`config.mk`:
```
export PLATFORM = sky130hd
export DESIGN_NAME = mlaccel_memarb
export DESIGN_NICKNAME = d
export VERILOG_FILES = /design/src/rtl/mlaccel_pkg.sv /design/src/rtl/mlaccel_memarb_age.sv /design/src/rtl/mlaccel_memarb.sv
export SDC_FILE = /design/constraint.sdc
export NUM_CORES = 1
export LEC_CHECK = 0
export CORE_AREA = 3 3 115 117
export DETAILED_ROUTE_END_ITERATION = 10
export DIE_AREA = 0 0 118 120
export PLACE_DENSITY = 0.64
export SLEW_MARGIN = 5
export SYNTH_ARGS = -nofsm -noshare
export SYNTH_HDL_FRONTEND = slang
export SYNTH_HIERARCHICAL = 1
export SYNTH_SLANG_ARGS = --single-unit
```
`constraint.sdc`:
```
create_clock -name clock -period 3.4 [get_ports clock]
set_clock_uncertainty 0.15 [all_clocks]
set_input_delay 0.85 -clock clock [delete_from_list [all_inputs] [get_ports clock]]
set_output_delay 0.85 -clock clock [all_outputs]
set_load 0.03 [all_outputs]
```
`src/rtl/mlaccel_pkg.sv`:
```
`default_nettype none
// ============================================================================
//  Module   : mlaccel_pkg
//  Brief    : Shared constants and types for the mlaccel memory path:
//             address/read-data widths, byte-enable encodings and the
//             arbiter grant type.
//  Revision : 1.0  initial release
// ============================================================================
package mlaccel_pkg;

    localparam int MLACCEL_AW  = 16;
    localparam int MLACCEL_RDW = 64;

    // Byte write-enable encodings on the 16-bit memory write port
    localparam logic [1:0] WEN_READ = 2'b00;
    localparam logic [1:0] WEN_LO   = 2'b01;
    localparam logic [1:0] WEN_HI   = 2'b10;
    localparam logic [1:0] WEN_BOTH = 2'b11;

    // Which requester owns the memory port in the current cycle
    typedef enum logic [1:0] {
        GNT_NONE = 2'b00,
        GNT_HOST = 2'b01,
        GNT_COMP = 2'b10
    } gnt_e;

    // A request with no byte enables set is a read
    function automatic logic is_read(input logic [1:0] wen);
        return (wen == WEN_READ);
    endfunction

endpackage : mlaccel_pkg
`default_nettype wire

```
`src/rtl/mlaccel_memarb_age.sv`:
```
`default_nettype none
// ============================================================================
//  Module   : mlaccel_memarb_age
//  Brief    : Host aging counter for the memory arbiter. Counts consecutive
//             cycles the host is stalled and raises force_o once the count
//             reaches MAX_WAIT, which bounds host starvation by compute.
//  Revision : 1.0  initial release
// ============================================================================
module mlaccel_memarb_age #(
    parameter int MAX_WAIT = 4
) (
    input  logic clock,
    input  logic resetn,
    input  logic h_valid_i,
    input  logic h_grant_i,
    output logic force_o
);

    localparam logic [3:0] C_MAX_AGE = 4'(MAX_WAIT);

    logic [3:0] age_q;
    logic [3:0] age_d;

    // Next age: clear when the host is idle or served, else count up to the cap
    always_comb begin
        age_d = age_q;
        if (!h_valid_i || h_grant_i) begin
            age_d = 4'd0;
        end else if (age_q < C_MAX_AGE) begin
            age_d = age_q + 4'd1;
        end
    end

    // Age register
    always_ff @(posedge clock or negedge resetn) begin
        if (!resetn) begin
            age_q <= 4'd0;
        end else begin
            age_q <= age_d;
        end
    end

    assign force_o = h_valid_i && (age_q == C_MAX_AGE);

endmodule : mlaccel_memarb_age
`default_nettype wire

```
`src/rtl/mlaccel_memarb.sv`:
```
`default_nettype none
// ============================================================================
//  Module   : mlaccel_memarb
//  Brief    : Two-port arbiter sharing the mlaccel_memory port between the
//             host command path and the compute sequencer. Compute has
//             priority; the host is force-granted after MAX_WAIT stalled
//             cycles. Read data is routed back to the issuing requester one
//             cycle after the grant.
//  Options  : `define MLACCEL_MEMARB_STATS_EN adds saturating stall/forced
//             statistics outputs (stat_host_stall, stat_forced).
//  Revision : 1.0  initial release
// ============================================================================
module mlaccel_memarb
    import mlaccel_pkg::*;
#(
    parameter int MAX_WAIT = 4,
    parameter int AW       = MLACCEL_AW
) (
    input  logic                   clock,
    input  logic                   resetn,

    input  logic                   h_valid,
    output logic                   h_ready,
    input  logic [AW-1:0]          h_addr,
    input  logic [1:0]             h_wen,
    input  logic [15:0]            h_wdata,
    output logic                   h_rvalid,
    output logic [MLACCEL_RDW-1:0] h_rdata,

    input  logic                   c_valid,
    output logic                   c_ready,
    input  logic [AW-1:0]          c_addr,
    input  logic [1:0]             c_wen,
    input  logic [15:0]            c_wdata,
    output logic                   c_rvalid,
    output logic [MLACCEL_RDW-1:0] c_rdata,

    output logic [AW-1:0]          mem_addr,
    output logic [1:0]             mem_wen,
    output logic [15:0]            mem_wdata,
    input  logic [MLACCEL_RDW-1:0] mem_rdata
`ifdef MLACCEL_MEMARB_STATS_EN
    ,
    output logic [15:0]            stat_host_stall,
    output logic [15:0]            stat_forced
`endif
);

    logic w_force;
    gnt_e w_gnt_raw;   // decision from request inputs alone
    gnt_e w_gnt;       // decision as seen outside, suppressed during reset
    logic w_h_grant;
    logic rd_h_q, rd_h_d;
    logic rd_c_q, rd_c_d;

    // Starvation guard: host age tracking and force decision
    mlaccel_memarb_age #(
        .MAX_WAIT (MAX_WAIT)
    ) u_age (
        .clock     (clock),
        .resetn    (resetn),
        .h_valid_i (h_valid),
        .h_grant_i (w_h_grant),
        .force_o   (w_force)
    );

    // Grant decision: compute first unless the host has aged out
    always_comb begin
        w_gnt_raw = GNT_NONE;
        if (c_valid && !w_force) begin
            w_gnt_raw = GNT_COMP;
        end else if (h_valid) begin
            w_gnt_raw = GNT_HOST;
        end
    end

    // State updates are already frozen by the async reset, so only the
    // visible handshake needs explicit suppression while resetn is low.
    assign w_h_grant = (w_gnt_raw == GNT_HOST);
    assign w_gnt     = resetn ? w_gnt_raw : GNT_NONE;
    assign h_ready   = (w_gnt == GNT_HOST);
    assign c_ready   = (w_gnt == GNT_COMP);

    // Memory port mux; the idle bus parks at all-zero
    always_comb begin
        mem_addr  = '0;
        mem_wen   = WEN_READ;
        mem_wdata = '0;
        case (w_gnt)
            GNT_HOST: begin
                mem_addr  = h_addr;
                mem_wen   = h_wen;
                mem_wdata = h_wdata;
            end
            GNT_COMP: begin
                mem_addr  = c_addr;
                mem_wen   = c_wen;
                mem_wdata = c_wdata;
            end
            default: begin
                mem_addr  = '0;
                mem_wen   = WEN_READ;
                mem_wdata = '0;
            end
        endcase
    end

    // Remember which requester issued a read so its response is routed back
    always_comb begin
        rd_h_d = (w_gnt_raw == GNT_HOST) && is_read(h_wen);
        rd_c_d = (w_gnt_raw == GNT_COMP) && is_read(c_wen);
    end

    // Read-ownership flags; reset drops any response still in flight
    always_ff @(posedge clock or negedge resetn) begin
        if (!resetn) begin
            rd_h_q <= 1'b0;
            rd_c_q <= 1'b0;
        end else begin
            rd_h_q <= rd_h_d;
            rd_c_q <= rd_c_d;
        end
    end

    assign h_rvalid = rd_h_q;
    assign c_rvalid = rd_c_q;
    assign h_rdata  = mem_rdata;
    assign c_rdata  = mem_rdata;

`ifdef MLACCEL_MEMARB_STATS_EN
    logic [15:0] stall_q, stall_d;
    logic [15:0] forced_q, forced_d;

    // Saturating counters: host stall cycles and host grants taken from compute
    always_comb begin
        stall_d  = stall_q;
        forced_d = forced_q;
        if (h_valid && (w_gnt_raw != GNT_HOST) && (stall_q != 16'hFFFF)) begin
            stall_d = stall_q + 16'd1;
        end
        if ((w_gnt_raw == GNT_HOST) && c_valid && (forced_q != 16'hFFFF)) begin
            forced_d = forced_q + 16'd1;
        end
    end

    // Statistics registers
    always_ff @(posedge clock or negedge resetn) begin
        if (!resetn) begin
            stall_q  <= 16'd0;
            forced_q <= 16'd0;
        end else begin
            stall_q  <= stall_d;
            forced_q <= forced_d;
        end
    end

    assign stat_host_stall = stall_q;
    assign stat_forced     = forced_q;
`endif

endmodule : mlaccel_memarb
`default_nettype wire

```
Word-level counts from Yosys, hierarchy flattened:

Cells that the tools add are included.

* eq/ne operators: 5
* reduce and logical (&&, ||, !) cells: 10
* $lt $le $gt $ge: 1
* add/sub/neg operators: 1
* mux-type cells: 8

Operator list (count)
* 16-bit one-hot mux with 2 select lines: 2
* 4-bit two-way mux: 2
* 4-bit by 1-bit adder with 4-bit output (second input constant): 1
* 2-bit by 1-bit == test with 1-bit output (second input constant): 2
* 2-bit == test (second input constant): 2
* 4-bit by 3-bit == test with 1-bit output (second input constant): 1
* 1-bit logical AND: 4
* 2-bit logical NOT: 2
* 4-bit by 3-bit less-than comparator with 1-bit output (second input constant): 1
* 2-bit two-way mux: 2
* 2-bit one-hot mux with 2 select lines: 1
* 1-bit logical NOT: 2
* 2-bit nonzero test: 1
* 1-bit logical OR: 1
* 1-bit two-way mux: 1

* bits of input ports: 136
* register bits after elaboration: 6

Longest topological paths before layout:

Gate-level depths: netlist of the first run.

* depth in word-level cells: 8
* gate-level depth with buffers: 10

By module:

Netlist of the first run, hierarchy kept.

Modules (own cells, without submodules)
* mlaccel_memarb: area each 1478.9 µm², cells each 187, sequential area each 50.0 µm², instances 1
* mlaccel_memarb_age: area each 205.2 µm², cells each 21, sequential area each 100.1 µm², instances 1

Worst setup path before layout of the first run:

No wires, ideal clock.

* kind: input port to output port
* from: in h_valid
* to: out mem_addr[0]
* arrival time: 2537 ps
* stages on the path: 8
* path slack: -137 ps
* cell sequence: and4_1 -> nand2b_1 -> and3_1 -> ha_1 -> nor2b_1 -> buf_1 -> buf_2 -> a22o_1

* cells in the longest elaborated chain, start to end: 7
* elaborated cells on any way between the ends: 9
* classes of those cells: eq/ne (2); mux (4); reduce/logical (3)

Ends and longest elaborated chain
* start, declared: line mlaccel_memarb.sv:22 `input logic h_valid,`
* 1-bit logical AND: line mlaccel_memarb_age.sv:43 `assign force_o = h_valid_i && (age_q == C_MAX_AGE);`
* 1-bit logical NOT: line mlaccel_memarb.sv:70 `if (c_valid && !w_force) begin`
* 1-bit logical AND: line mlaccel_memarb.sv:70
* 2-bit two-way mux *: line mlaccel_memarb.sv:70
* 2-bit two-way mux *: line mlaccel_memarb.sv:80 `assign w_gnt = resetn ? w_gnt_raw : GNT_NONE;`
* 2-bit by 1-bit == test with 1-bit output *
* named net h_ready: line mlaccel_memarb.sv:23 `output logic h_ready,`
* 16-bit one-hot mux with 2 select lines *: line mlaccel_memarb.sv:89 `case (w_gnt)`
* end, declared: line mlaccel_memarb.sv:38 `output logic [AW-1:0] mem_addr,`

Mark *: on every way through the listed nets, which the timed path passes. The rest lies on a longest branch.

Worst setup path after layout of the first run:

* from: in h_valid
* to: out mem_addr[9]

* cells in the longest elaborated chain, start to end: 7
* elaborated cells on any way between the ends: 9
* classes of those cells: eq/ne (2); mux (4); reduce/logical (3)

Ends and longest elaborated chain
* 1-bit logical AND *: line mlaccel_memarb_age.sv:43
* named net w_force: line mlaccel_memarb.sv:49 `logic w_force;`
* 1-bit logical NOT *: line mlaccel_memarb.sv:70
* 1-bit logical AND *: line mlaccel_memarb.sv:70
* 2-bit two-way mux *: line mlaccel_memarb.sv:70
* 2-bit two-way mux *: line mlaccel_memarb.sv:80
* 2-bit == test or 2-bit by 1-bit == test with 1-bit output (tied branches): line mlaccel_memarb.sv:89
* 16-bit one-hot mux with 2 select lines *: line mlaccel_memarb.sv:89

Marks and branches as above.

==> impl_metrics.json, run 1 <==
{
  "status": "complete, but fails checks",
  "violations": "setup timing",
  "ys_ff_latch": 6,
  "finalNetCount": 346,
  "grt_pass1_vias": 1453,
  "drtAntennaViolNets": 0,
  "synth-edff-count": 0,
  "peakVddDrop_mv": 0.1059,
  "arrival_ns": 2.54,
  "synth_area_leaders": "buf_4, a22o_1, dfrtp_1, ha_1, buf_6",
  "antenna_found_initial": 0,
  "cellLeakagePower_nw": 1.176,
  "setup_violations": 33,
  "dpl.cell_count": 361,
  "tightest_slew_ns": 0.3648,
  "place_hpwl_um": 4527,
  "hold_end": "u_age/age_q[1]$_DFFE_PN0P_",
  "max_freq_mhz": 282.8,
  "num_vias": 1306,
  "cp-end-kind": "output pin",
  "grt_max_degree": 34,
  "crit_type": "in2out",
  "finalPower_mw": 0.5427,
  "yosysMostFrequentCell": "buf_4",
  "finalSetupTns_ns": -3.690,
  "hold_path_depth": 2,
  "clk_pin_slew_ns": 0.03,
  "wl_per_cell_um": 17.77,
  "cp_slowest_cell": "and4bb_4",
  "cp-start-kind": "input port",
  "hold_slack_ns": 0.4232,
  "rr_endpoint": "u_age/age_q[2]$_DFFE_PN0P_",
  "slew_viol_final": 0,
  "clk_latency_ns": 0.23,
  "critPathMaxStageDelay_ns": 0.36,
  "rows": 41,
  "dieArea_mm2": 0.01416,
  "core_area_mm2": 0.01247,
  "cp_cell_sequence": "buf_6, and4_4, nand2b_4, and3_4, ha_4, and4bb_4, buf_6, buf_12, a22o_4, buf_6",
  "synth_top_area_frac": 0.5706,
  "maxSlewHeadroom": 0.7561,
  "min_period_ns": 3.536,
  "crit_family": "simple AND/OR/NAND/NOR gates",
  "rsz0062_at_grt": "yes",
  "cts_buffers": 3,
  "clockBufferDepth": 2,
  "cts_tree": "built",
  "diodes": 0,
  "post-route-period-util": 1.040,
  "r2r_start": "u_age/age_q[0]$_DFFE_PN0P_",
  "grt_usage": 0.08225,
  "yosys-top-cells-count": "buf_4, a22o_1, dfrtp_1",
  "power.density_mw_per_mm2": 198.0,
  "port_buffers": 109,
  "synthCells": 208,
  "fillers": 1327,
  "seq_area_frac_synth": 0.08915,
  "cts_hold_buffers": 0,
  "grt_pass1_wl_um": 8907,
  "path_buf_inv": 4,
  "cts.sinks": 6,
  "ys_warn_count": 6,
  "root_buffer": "clkbuf_16",
  "crit_fanout": 5,
  "syn_area_per_cell_um2": 8.097,
  "drt_first_pass_iters": 4,
  "routed_wl_um": 6683,
  "chipWidth_um": 118,
  "cp.required_ns": 2.40,
  "drcViolationCount": 0,
  "hp-class": "reg2reg",
  "hold_viol_final": 0,
  "synth_ff_type": "dfrtp_1",
  "async_reset_ff_frac": 1.000,
  "drt_iter0_markers": 18,
  "instances_no_fill": 376,
  "syn_nets": 348,
  "cp_common_cell": "buf_6",
  "gr-total-overflow": 0,
  "die_y_um": 120,
  "hold_start": "u_age/age_q[1]$_DFFE_PN0P_",
  "viasPerCell": 3.473,
  "synth_area_mm2": 0.001684,
  "rrSetupSlack_ns": 1.40,
  "htree_levels": 1,
  "yosys.area.top_type": "buf_4",
  "drive_gt1_frac": 0.4853,
  "initial_core_util": 0.1351,
  "drv_cap": 0,
  "synthToLayoutAreaGrowth_pct": 62.70,
  "synthDistinctLibCells": 24,
  "setup_ws_ns": -0.1364,
  "ff2ff_path_depth": 10,
  "routabilityCongestion": 0.7681,
  "ios": 302
}
==> sequential cells by signal, indices dropped and copies added, names as in the netlist <==
signal	flops
u_age/age_q	4
c_rvalid	1
h_rvalid	1
==> cells in the final DEF, fill, tap and decap left out, types with 2 or more instances in the layout <==
cell type | netlist | final
o21ai_0 | 2 | 2
inv_1 | 4 | 4
buf_6 | 4 | 31
ha_1 | 4 | 3
nor2_1 | 2 | 2
a21oi_1 | 3 | 3
buf_12 | 0 | 12
a22o_1 | 33 | 2
clkdlybuf4s50_1 | 0 | 70
a22o_4 | 0 | 31
clkbuf_16 | 0 | 5
buf_4 | 128 | 10
nand2b_1 | 3 | 2
and2_1 | 3 | 3
dfrtp_1 | 6 | 6
==> worst max path at each step <==
| stage | cells after the start | to | start | slack (ns) |
|---|---|---|---|---|
| 5_1_grt | 10 | mem_addr[9] | h_valid | -0.21 |
| 4_1_cts | 11 | mem_wen[0] | h_valid | -0.26 |
| 6_report | 10 | mem_addr[9] | h_valid | -0.14 |
| 3_3_place_gp | 9 | mem_addr[9] | h_valid | -0.57 |
| 2_1_floorplan | 8 | mem_addr[0] | h_valid | -0.02 |
| 3_5_place_dp | 9 | mem_addr[9] | h_valid | -0.67 |
==> worst min-delay path, cell delays in order (launching register included) <==
cell     delay, ns
dfrtp_1       0.38
o21ai_0       0.08
a21oi_1       0.06
==> power by group <==
group          internal (mW)  switching [mW]  leakage [nW]
sequential            0.0751         0.00217        0.0813
combinational          0.165           0.107          1.06
clock                  0.151          0.0422        0.0370
==> cell families after synthesis <==
kind of cell,share of synthesized area
compound gates,0.1909
buf+inv,0.6174
flops,0.08915
simple gates,0.07281
fa+ha+maj,0.02972
==> metrics by stage <==
stage / utilization / area (um^2) / worst slack [ns]
after floorplan: - / 1724 / -0.01577
after global placement: 0.1687 / 2103 / -0.5736
after detailed placement: 0.1687 / 2103 / -0.6670
after CTS: 0.2147 / 2676 / -0.2579
after global routing: 0.2198 / 2740 / -0.2061
final: 0.2198 / 2740 / -0.1364
==> routing by layer <==
| metal | up-vias | wire [um] | global-route usage |
|---|---|---|---|
| li1 | 565 | - | - |
| met5 | - | 0 | 0 |
| met2 | 98 | 3307 | 0.1423 |
| met3 | 46 | 886 | 0.04430 |
| met4 | 0 | 352 | 0.05714 |
| met1 | 597 | 2137 | 0.07366 |
==> timing repair <==
item | in CTS | in global routing
gates cloned | 3 | 3
gates resized for setup | 76 | 6
pin swaps | 28 | 10
endpoints found under the setup margin | 34 | 33
setup buffers | 6 | 3
==> cell type report <==
class	count	area [um^2]	share of cell area
Clock buffer	3	75.07	0.02740
Sequential cell	6	150.1	0.05479
Timing Repair Buffer	129	1478	0.5393
Inverter	4	15.01	0.005479
Multi-Input combinational cell	62	807.0	0.2945
Tap cell	172	215.2	0.07854
Note: power is estimated with default switching activity, not from simulation.
==> inputs of run 2 (changes only) <==
--- a/config.mk
+++ b/config.mk
@@ -5,10 +5,11 @@
 export SDC_FILE = /design/constraint.sdc
 export NUM_CORES = 1
 export LEC_CHECK = 0
-export CORE_AREA = 3 3 115 117
+export ABC_AREA = 0
+export CORE_AREA = 8 8 110 112
 export DETAILED_ROUTE_END_ITERATION = 10
 export DIE_AREA = 0 0 118 120
-export PLACE_DENSITY = 0.64
+export PLACE_DENSITY = 0.74
 export SLEW_MARGIN = 5
 export SYNTH_ARGS = -nofsm -noshare
 export SYNTH_HDL_FRONTEND = slang
==> impl_metrics.json, run 2 (synthesis gave the netlist of run 1 again) <==
{
  "grt_usage": 0.09101,
  "maxSlewHeadroom": 0.7583,
  "min_period_ns": 3.597,
  "crit_fanout": 9,
  "crit_type": "in2out",
  "ff2ff_path_depth": 9,
  "diodes": 0,
  "fillers": 1052,
  "setup_ws_ns": -0.1971,
  "cp_slowest_cell": "and4bb_4",
  "violations": "setup timing",
  "cp-end-kind": "output pin",
  "seqCellArea_um2": 150.1,
  "hold_slack_ns": 0.4207,
  "power.density_mw_per_mm2": 168.5,
  "final_common_cell": "clkdlybuf4s50_1",
  "root_buffer": "clkbuf_8",
  "fin_area_mm2": 0.002808,
  "routabilityCongestion": 0.8182,
  "arrival_ns": 2.60,
  "htree_levels": 1,
  "gr-total-overflow": 0,
  "largest-register": "u_age/age_q",
  "max_freq_mhz": 278.0,
  "synthToLayoutAreaGrowth_pct": 66.72,
  "busiest_layer": "met2",
  "clk_latency_ns": 0.22,
  "p_comb_frac": 0.607,
  "cellLeakagePower_nw": 1.204,
  "initial_core_util": 0.1603,
  "grt_pass1_vias": 1523,
  "p_sw_mw": 0.1458,
  "final_cell_mix": "clkdlybuf4s50_1, a22o_4, buf_12, buf_6, buf_4",
  "cp.required_ns": 2.40,
  "use_met1": 0.09277,
  "cts_tree": "built",
  "cts_buffers": 3,
  "finalPower_mw": 0.4730,
  "chipWidth_um": 118,
  "hp-class": "reg2reg",
  "crit_family": "simple AND/OR/NAND/NOR gates",
  "cp-start-kind": "input port",
  "setup_violations": 33,
  "dieArea_mm2": 0.01416,
  "ios": 302,
  "pwr-share-seq": 0.164,
  "grt_pass1_wl_um": 9853,
  "utilization": 0.2672,
  "core_area_mm2": 0.01051,
  "cp_num_cells": 10,
  "rows": 38,
  "tightest_slew_ns": 0.3614,
  "port_buffers": 109,
  "clock_power_share": 0.229,
  "multi_input_area_um2": 795.8,
  "hold_viol_final": 0,
  "drt_iter0_markers": 44,
  "met3_usage": 0.04274,
  "cts.sinks": 6,
  "drtAntennaViolNets": 0,
  "peakVddDrop_mv": 0.08277,
  "rr_endpoint": "u_age/age_q[0]$_DFFE_PN0P_",
  "largest_reg_flops": 4,
  "path_buf_inv": 4,
  "drive_gt1_frac": 0.4904,
  "wl_per_cell_um": 21.55,
  "viasPerCell": 3.810,
  "critPathMaxStageDelay_ns": 0.36,
  "worstSetupStartpoint": "h_valid",
  "drt_first_pass_iters": 5,
  "cp-endpoint": "mem_addr[0]",
  "intPower_mw": 0.3272,
  "status": "complete, but fails checks",
  "drv_cap": 0,
  "hold_start": "u_age/age_q[1]$_DFFE_PN0P_",
  "place_ws_ns": -0.5855,
  "slew_viol_final": 0,
  "rrSetupSlack_ns": 1.49,
  "dpl.cell_count": 329,
  "num_vias": 1326,
  "cts_hold_buffers": 0,
  "instances_no_fill": 348,
  "dpl_cell_area_mm2": 0.002188,
  "finalNetCount": 350,
  "drcViolationCount": 0,
  "grt_max_degree": 34,
  "finalSetupTns_ns": -4.201,
  "clockBufferDepth": 2,
  "rsz0062_at_grt": "yes",
  "cp_common_cell": "buf_6",
  "routed_wl_um": 7498,
  "place_hpwl_um": 5250,
  "die_y_um": 120,
  "clk_pin_slew_ns": 0.04,
  "r2r_start": "u_age/age_q[0]$_DFFE_PN0P_",
  "grtUsageMet2": 0.1579,
  "antenna_found_initial": 0,
  "post-route-period-util": 1.058,
  "switching_share": 0.3083,
  "cp_cell_sequence": "buf_6, and4_4, nand2b_4, and3_4, ha_4, and4bb_4, buf_4, buf_12, a22o_2, buf_6"
}
run 2: cell types whose count changed in the layout (fill, tap and decap cells not counted), moves of 2 or more:
cell,before,now
a22o_4,31,29
buf_4,10,12
clkbuf_16,5,3
clkbuf_8,0,3
buf_6,31,21
buf_12,12,24
run 2: final cells by class:
cell class / count / area share
inverter: 4 / 0.005348
tap: 140 / 0.06239
timing repair buffer: 133 / 0.5807
multi-input combinational: 62 / 0.2834
sequential: 6 / 0.05348
clock buffer: 3 / 0.01471
run 2: power by group through the flow:
| stage | logic [mW] | registers, mW | clock network, mW |
|---|---|---|---|
| global placement | 0.227 | 0.0779 | 0 |
| CTS | 0.270 | 0.0775 | 0.113 |
| detailed placement | 0.229 | 0.0785 | 0 |
| global route | 0.301 | 0.0777 | 0.120 |
| finish | 0.287 | 0.0774 | 0.108 |
| floorplan | 0.356 | 0.0793 | 0 |
run 2: worst min-delay path, delay by kind of cell (launching register included):
kind               cells  cell delay (ns)
DFF                    1             0.38
AOI/OAI and AO/OA      2             0.14
run 2: routing by layer:
layer  share of wire  wire length (um)
met4           0.024               180
met3            0.11               826
met1            0.35              2642
met5               0                 0
met2            0.51              3849
run 2: worst min-delay path by stage:
stage                                      end  slack (ns)  depth (start not counted)
floorplan           u_age/age_q[3]$_DFFE_PN0P_        0.38                          2
global placement    u_age/age_q[2]$_DFFE_PN0P_        0.40                          2
detailed placement  u_age/age_q[1]$_DFFE_PN0P_        0.41                          2
CTS                 u_age/age_q[1]$_DFFE_PN0P_        0.42                          2
global route        u_age/age_q[1]$_DFFE_PN0P_        0.45                          2
finish              u_age/age_q[1]$_DFFE_PN0P_        0.42                          2
run 2: repair_timing:
action / 4_1_cts / 5_1_grt
endpoints found under the hold margin: 0 / 0
gates cloned: 3 / 4
setup endpoints to repair: 34 / 33
buffers inserted: 5 / 6
resized for setup: 50 / 22
pin swaps: 19 / 7
